## config.mk

```make
export PLATFORM = sky130hd
export DESIGN_NAME = usbf_ep_data_port
export DESIGN_NICKNAME = d
export VERILOG_FILES = /design/src/rtl/usbf_ep_data_port_pkg.sv /design/src/rtl/usbf_ep_data_port.sv
export SDC_FILE = /design/constraint.sdc
export NUM_CORES = 1
export LEC_CHECK = 0
export BUFFER_PORTS_ARGS = -buffer_cell sky130_fd_sc_hd__buf_4
export CAP_MARGIN = 20
export CORE_MARGIN = 1
export CORE_UTILIZATION = 40
export DETAILED_ROUTE_END_ITERATION = 12
export PLACE_DENSITY = 0.78
export SKIP_CTS_REPAIR_TIMING = 1
export SYNTH_ARGS = -nofsm -noshare
export SYNTH_HDL_FRONTEND = slang
export SYNTH_SLANG_ARGS = --single-unit
```

## constraint.sdc

```tcl
create_clock -name hclk_i -period 1.8 [get_ports hclk_i]
set_input_delay 0.54 -clock hclk_i [delete_from_list [all_inputs] [get_ports hclk_i]]
set_output_delay 0.54 -clock hclk_i [all_outputs]
set_load 0.02 [all_outputs]
```

## src/rtl/usbf_ep_data_port_pkg.sv

```systemverilog
// Shared types for the endpoint-data sequencer: FSM state encoding and default sizing.
// Pairs with usbf_ep_data_port; the timeout feature is enabled by USBF_EP_DATA_TIMEOUT_EN.
package usbf_ep_data_port_pkg;

    localparam int USBF_EP_NUM_DFLT = 4;
    localparam int USBF_EP_W_DFLT   = 2;
    localparam int USBF_DATA_W_DFLT = 8;
    localparam int USBF_TMO_W_DFLT  = 8;

    typedef enum logic [1:0] {
        USBF_EPD_IDLE    = 2'd0,
        USBF_EPD_WR_WAIT = 2'd1,
        USBF_EPD_RD_WAIT = 2'd2,
        USBF_EPD_RESP    = 2'd3
    } epd_state_e;

endpackage

```

## src/rtl/usbf_ep_data_port.sv

```systemverilog
// hclk-domain sequencer turning one CSR data access into a per-endpoint FIFO request pulse.
// Optional `define USBF_EP_DATA_TIMEOUT_EN adds a WAIT timeout with per-direction stale flags.
module usbf_ep_data_port
    import usbf_ep_data_port_pkg::*;
#(
    parameter int EP_NUM = USBF_EP_NUM_DFLT,
    parameter int EP_W   = USBF_EP_W_DFLT,
    parameter int DATA_W = USBF_DATA_W_DFLT,
    parameter int TMO_W  = USBF_TMO_W_DFLT
) (
    input  logic                     hclk_i,
    input  logic                     rst_i,
    input  logic                     acc_valid_i,
    input  logic                     acc_write_i,
    input  logic [EP_W-1:0]          acc_ep_i,
    input  logic [DATA_W-1:0]        acc_wdata_i,
    output logic                     acc_ready_o,
    output logic                     rsp_valid_o,
    output logic [DATA_W-1:0]        rsp_rdata_o,
    output logic                     rsp_err_o,
    output logic                     busy_o,
    output logic [EP_NUM-1:0]        ep_data_wt_req_o,
    output logic [EP_NUM-1:0]        ep_data_rd_req_o,
    output logic [DATA_W*EP_NUM-1:0] ep_tx_data_o,
    input  logic [DATA_W*EP_NUM-1:0] ep_rx_data_i,
    input  logic                     mem_wt_ready_i,
    input  logic                     mem_rd_ready_i
);

    epd_state_e          state;
    logic [EP_W-1:0]     ep_q;
    logic [DATA_W-1:0]   tx_data_q;
    logic [EP_NUM-1:0]   ep_onehot;
    logic [DATA_W-1:0]   rx_sel;
    logic                ep_bad;
    logic                dir_blocked;

    // Widen by one bit so EP_NUM == 2**EP_W still compares correctly.
    assign ep_bad = {1'b0, acc_ep_i} >= (EP_W + 1)'(EP_NUM);

    // NOTE: every variable written in always_comb gets a default first, so no latch is inferred.
    always_comb begin
        ep_onehot = '0;
        rx_sel    = '0;
        for (int i = 0; i < EP_NUM; i++) begin
            ep_onehot[i] = (acc_ep_i == EP_W'(i));
            if (ep_q == EP_W'(i)) begin
                rx_sel = ep_rx_data_i[i*DATA_W +: DATA_W];
            end
        end
    end

`ifdef USBF_EP_DATA_TIMEOUT_EN
    // Leaving on the increment that would reach all-ones gives 2**TMO_W-1 WAIT cycles.
    localparam logic [TMO_W-1:0] TMO_LAST = ~TMO_W'(1);

    logic [TMO_W-1:0] tmo_cnt;
    logic             stale_wt;
    logic             stale_rd;
    logic             tmo_hit;

    assign tmo_hit     = (tmo_cnt == TMO_LAST);
    assign dir_blocked = acc_write_i ? stale_wt : stale_rd;

    always_ff @(posedge hclk_i) begin
        if (rst_i) begin
            tmo_cnt  <= '0;
            stale_wt <= 1'b0;
            stale_rd <= 1'b0;
        end else begin
            if (state == USBF_EPD_WR_WAIT || state == USBF_EPD_RD_WAIT) begin
                tmo_cnt <= tmo_cnt + TMO_W'(1);
            end else begin
                tmo_cnt <= '0;
            end

            if (mem_wt_ready_i) begin
                stale_wt <= 1'b0;
            end else if (state == USBF_EPD_WR_WAIT && tmo_hit) begin
                stale_wt <= 1'b1;
            end

            if (mem_rd_ready_i) begin
                stale_rd <= 1'b0;
            end else if (state == USBF_EPD_RD_WAIT && tmo_hit) begin
                stale_rd <= 1'b1;
            end
        end
    end
`else
    assign dir_blocked = 1'b0;
`endif

    assign acc_ready_o  = (state == USBF_EPD_IDLE) && !dir_blocked && !rst_i;
    assign busy_o       = (state != USBF_EPD_IDLE);
    assign ep_tx_data_o = {EP_NUM{tx_data_q}};

    // NOTE: sequential state uses non-blocking assignments so every register samples pre-edge values.
    always_ff @(posedge hclk_i) begin
        if (rst_i) begin
            state            <= USBF_EPD_IDLE;
            ep_q             <= '0;
            tx_data_q        <= '0;
            ep_data_wt_req_o <= '0;
            ep_data_rd_req_o <= '0;
            rsp_valid_o      <= 1'b0;
            rsp_err_o        <= 1'b0;
            rsp_rdata_o      <= '0;
        end else begin
            ep_data_wt_req_o <= '0;
            ep_data_rd_req_o <= '0;
            rsp_valid_o      <= 1'b0;

            unique case (state)
                USBF_EPD_IDLE: begin
                    if (acc_valid_i && acc_ready_o) begin
                        ep_q <= acc_ep_i;
                        if (ep_bad) begin
                            state       <= USBF_EPD_RESP;
                            rsp_valid_o <= 1'b1;
                            rsp_err_o   <= 1'b1;
                            rsp_rdata_o <= '0;
                        end else if (acc_write_i) begin
                            tx_data_q        <= acc_wdata_i;
                            ep_data_wt_req_o <= ep_onehot;
                            state            <= USBF_EPD_WR_WAIT;
                        end else begin
                            ep_data_rd_req_o <= ep_onehot;
                            state            <= USBF_EPD_RD_WAIT;
                        end
                    end
                end

                USBF_EPD_WR_WAIT: begin
                    if (mem_wt_ready_i) begin
                        state       <= USBF_EPD_RESP;
                        rsp_valid_o <= 1'b1;
                        rsp_err_o   <= 1'b0;
                        rsp_rdata_o <= '0;
                    end
`ifdef USBF_EP_DATA_TIMEOUT_EN
                    else if (tmo_hit) begin
                        state       <= USBF_EPD_RESP;
                        rsp_valid_o <= 1'b1;
                        rsp_err_o   <= 1'b1;
                        rsp_rdata_o <= '0;
                    end
`endif
                end

                USBF_EPD_RD_WAIT: begin
                    if (mem_rd_ready_i) begin
                        state       <= USBF_EPD_RESP;
                        rsp_valid_o <= 1'b1;
                        rsp_err_o   <= 1'b0;
                        rsp_rdata_o <= rx_sel;
                    end
`ifdef USBF_EP_DATA_TIMEOUT_EN
                    else if (tmo_hit) begin
                        state       <= USBF_EPD_RESP;
                        rsp_valid_o <= 1'b1;
                        rsp_err_o   <= 1'b1;
                        rsp_rdata_o <= '0;
                    end
`endif
                end

                USBF_EPD_RESP: begin
                    state       <= USBF_EPD_IDLE;
                    rsp_err_o   <= 1'b0;
                    rsp_rdata_o <= '0;
                end

                default: state <= USBF_EPD_IDLE;
            endcase
        end
    end

endmodule

```

==> Yosys cells after proc, flatten, opt, wreduce, memory -nomap -nowiden <==
Cells that the tools add are included.
{ "word_totals": {"ff_bits": 30, "latch_bits": 0, "mem_bits_rw": 0, "romBits": 0, "input_bits": 48, "out_inout_bits": 52, "word_cells": 54, "n_memories": 0} }
{ "classes": {"add_sub_neg": 0, "mul": 0, "n_div": 0, "n_lt_le_gt_ge": 0, "eq_ne": 12, "shifts": 0, "muxes": 18, "n_bitwise": 3, "n_reduce_logical": 13} }
{ "op_table": {"columns": ["op", "n"], "rows": [
  ["8-bit two-way mux", 6],
  ["8-bit one-hot mux with 3 select lines", 1],
  ["2-bit equality test, second input constant", 6],
  ["3-bit AND reduction", 3],
  ["2-bit two-way mux", 4],
  ["2-bit one-hot mux with 4 select lines", 1],
  ["4-bit OR reduction", 2],
  ["2-bit by 1-bit equality test with 1-bit output, second input constant", 3],
  ["2-bit logical NOT", 3],
  ["1-bit two-way mux", 4],
  ["2-bit != test, second input constant", 2],
  ["1-bit inverter", 3],
  ["1-bit one-hot mux with 3 select lines", 1],
  ["1-bit logical AND", 2],
  ["2-bit by 1-bit != test with 1-bit output, second input constant", 1],
  ["1-bit one-hot mux with 2 select lines", 1],
  ["2-bit AND reduction", 1],
  ["2-bit nonzero test", 1],
  ["1-bit logical NOT", 1]
]} }

==> Depth between registers and ports, before layout <==
{ "logic_depth": {"word_depth": 7, "depth_mapped": 7, "depth_no_buf": 5} }

==> Worst setup path before layout <==
No wires, ideal clock.
{ "synth_path": {"path_kind": "reg-to-output", "start": "register state[0]", "end": "output port acc_ready_o", "t_arrival_ns": 1.089, "required_time_ns": 1.260, "setup_slack_ns": 0.171, "path_stages_with_launch": 5, "n_path_buf": 1, "path_cell_list": "dfxtp_1 -> inv_1 -> ha_1 -> buf_2 -> nor2b_1"} }
{ "synth_between": {"elab_chain_cells": 2} }
{ "synth_rtl": {"columns": ["element", "line", "text"], "rows": [
  ["from (decl)", "usbf_ep_data_port.sv:30", "epd_state_e state;"],
  ["from (signal assigned)", "usbf_ep_data_port.sv:101", "state <= USBF_EPD_IDLE;"],
  ["from (signal assigned)", "usbf_ep_data_port.sv:119", "state <= USBF_EPD_RESP;"],
  ["from (signal assigned)", "usbf_ep_data_port.sv:126", "state <= USBF_EPD_WR_WAIT;"],
  ["2-bit logical NOT", "usbf_ep_data_port.sv:94", "assign acc_ready_o = (state == USBF_EPD_IDLE) && !dir_blocked && !rst_i;"],
  ["1-bit logical AND", "usbf_ep_data_port.sv:94", null],
  ["to (decl)", "usbf_ep_data_port.sv:17", "output logic acc_ready_o,"]
]} }
Every way passes these cells.

==> Worst setup path in the final report <==
{ "layout_path": {"start": "register state[1]", "end": "output port acc_ready_o"} }
The elaborated chain is that of the path after synthesis.

==> impl_metrics.tcl <==
set metrics [dict create \
    syn2layout_area_growth_pct 46.4 \
    clkTransAtPathRegs_ns 0.10 \
    vias_per_cell 4.78 \
    clock_path_buffers 2 \
    pin_count 100 \
    drcViolationCount 0 \
    routabilityCongestion 0.746 \
    die_y_um 62.4 \
    fp.dieW_um 62.4 \
    core_um2 3420 \
    drive_gt1_share_pct 55.8 \
    ys_ff_latch 29 \
    yosys_warnings 0 \
    cts-htree-levels 2 \
    worstPathArrival_ns 1.21 \
    final_core_util_pct 62.6 \
    syn-cell-area_um2 1460 \
    p_leak_nw 0.999 \
    grt_overflow 0 \
    grt_pass1_wl_um 5840 \
    multi_input_area_um2 663 \
    fin_skew_ns 0.00791 \
    syn-instance-count 148 \
    ys_seq_area_share_pct 39.7 \
    regArea_um2 583 \
    rows 21 \
    cp.required_ns 1.26 \
    cts_buffers 5 \
    maxCapViolations 0 \
    port_buffers 98 \
    period_needed_ns 1.75 \
    power-per-cell-area_nw_per_um2 940 \
    setup.worst_path.class "flip-flop to output port" \
    fin_crit_sh_pct 97.0 \
    syn-num-nets 200 \
    ys_top_cells_by_area "dfxtp_1, buf_4, mux4_2" \
    tns_ns 0 \
    nets 277 \
    cts-root-buf "clkbuf_4" \
    use_met1_pct 23.2 \
    rsz0062_at_grt "no" \
    start_kind "flip-flop" \
    endpoint_kind "output port" \
    grt.busiest_layer "met2" \
    setup_ws_ns 0.0535 \
    drtIter0Drc 45 \
    final_hold_viol_count 0 \
    dieArea_um2 3900 \
    hp-class "input pin to flip-flop" \
    yosysTopAreaCellShare_pct 39.7 \
    cts_tree "yes" \
    finalPower_w 0.00201 \
    hpwlAfterDp_um 2890 \
    synth_cell_types 26 \
    cts_sinks 29 \
    start_util_pct 42.8 \
    setup_viol_count_final 0 \
    max_freq_mhz 573 \
    grt_max_degree 19 \
    avgSynthCellArea_um2 9.87 \
    yosysTopAreaCell "dfxtp_1" \
    ant_nets 0 \
    place_ws_ns 0.185 \
    vias 1300 \
    gr-usage-met3_pct 4.93 \
    crit_path_max_fanout 4 \
    maxSlewViolCount 0 \
    clock_latency_ns 0.32 \
    antenna_found_initial 0 \
    wl_um 3670 \
    irDropWorstVdd_uv 641 \
    dr.pass1.iters 4 \
    grt_pass1_vias 1222 \
    grtUsageTotal_pct 19.6 \
    grtUsageMet2_pct 33.0 \
    n_antenna_cell 0 \
    wl_per_cell_um 13.5 \
    fillCellCount 324 \
    status "completed" \
]
[final timing paths]
check | from | to | slack, ns | cells past startpoint
worst max-delay path | state[1]$_SDFFE_PP0P_ | acc_ready_o | 0.05 | 4
worst min-delay path | acc_ep_i[0] | ep_data_wt_req_o[0]$_SDFF_PP0_ | 0.43 | 2
worst max register to register | state[1]$_SDFFE_PP0P_ | rsp_rdata_o[5]$_SDFFE_PP0P_ | 0.27 | 5
worst min register to register | rsp_rdata_o[5]$_SDFFE_PP0P_ | rsp_rdata_o[5]$_SDFFE_PP0P_ | 0.49 | 1
[cell families after synthesis]
kind of cell / share of synthesized area (%)
fa+ha+maj: 3.42
mux: 12.3
buf+inv: 16.3
flops: 39.7
compound gates: 11.5
simple gates: 16.5
other cells: 0.257
[placed cells by master (no fill, tap or decap), types with 2 or more instances in the layout]
cell / n
mux4_2: 8
dfxtp_1: 27
buf_4: 101
nand3_1: 2
a31oi_1: 2
a311oi_1: 2
inv_2: 2
nor3_1: 2
nand2b_1: 8
nor2_1: 6
nand2_1: 23
clkinv_2: 2
dfxtp_2: 2
a21oi_1: 11
ha_1: 3
a22o_1: 8
clkbuf_4: 5
[registers in the layout, indices dropped and copies added, names as in the netlist]
name              cells
rsp_valid_o           1
state                 2
ep_data_rd_req_o      4
ep_data_wt_req_o      4
tx_data_q             8
rsp_rdata_o           8
ep_q                  2
[worst max-delay path, stage by stage (launching register included)]
cell and delay (ns):
dfxtp_2 0.35, inv_2 0.09, ha_4 0.16, nor2b_4 0.15
buf_6 0.12
[stage by stage]
stage | instances | instance area, µm² | hold WS (ns)
floorplan | 148 | 1460 | 0.532
global placement | 263 | 2050 | 0.459
detailed placement | 263 | 2050 | 0.460
CTS | 271 | 2110 | 0.413
global route | 272 | 2140 | 0.408
finish | 272 | 2140 | 0.427
[power breakdown]
part / switching (W) / total (W) / internal, W
clock: 0.000231 / 0.000378 / 0.000147
combinational: 0.000440 / 0.000878 / 0.000437
sequential: 0.0000545 / 0.000757 / 0.000702
[synth_stat cells (all sizes together)]
cell	count
nand3b	1
and3	1
inv	3
ha	4
nor2b	1
a31oi	3
nand2	23
buf	31
nand3	2
nand2b	8
conb	1
and4b	1
a22o	8
a21oi	11
mux4	8
nand4b	1
nor3	2
dfxtp	29
a311oi	2
nor4b	1
nor2	6
clkbuf	1
[routing by layer]
layer / vias to the layer above / wire length (µm)
met5: - / 0
met1: 595 / 1500
li1: 643 / -
met4: 0 / 51
met2: 58 / 1890
met3: 4 / 237
[final cells by class]
class                      instances  area share [%]
multi-input combinational         84            31.0
clock buffer                       5            1.75
sequential                        29            27.3
clock inverter                     3           0.819
tap                               46            2.69
timing repair buffer             102            36.0
inverter                           3           0.526
(Power assumes the default switching activity.)
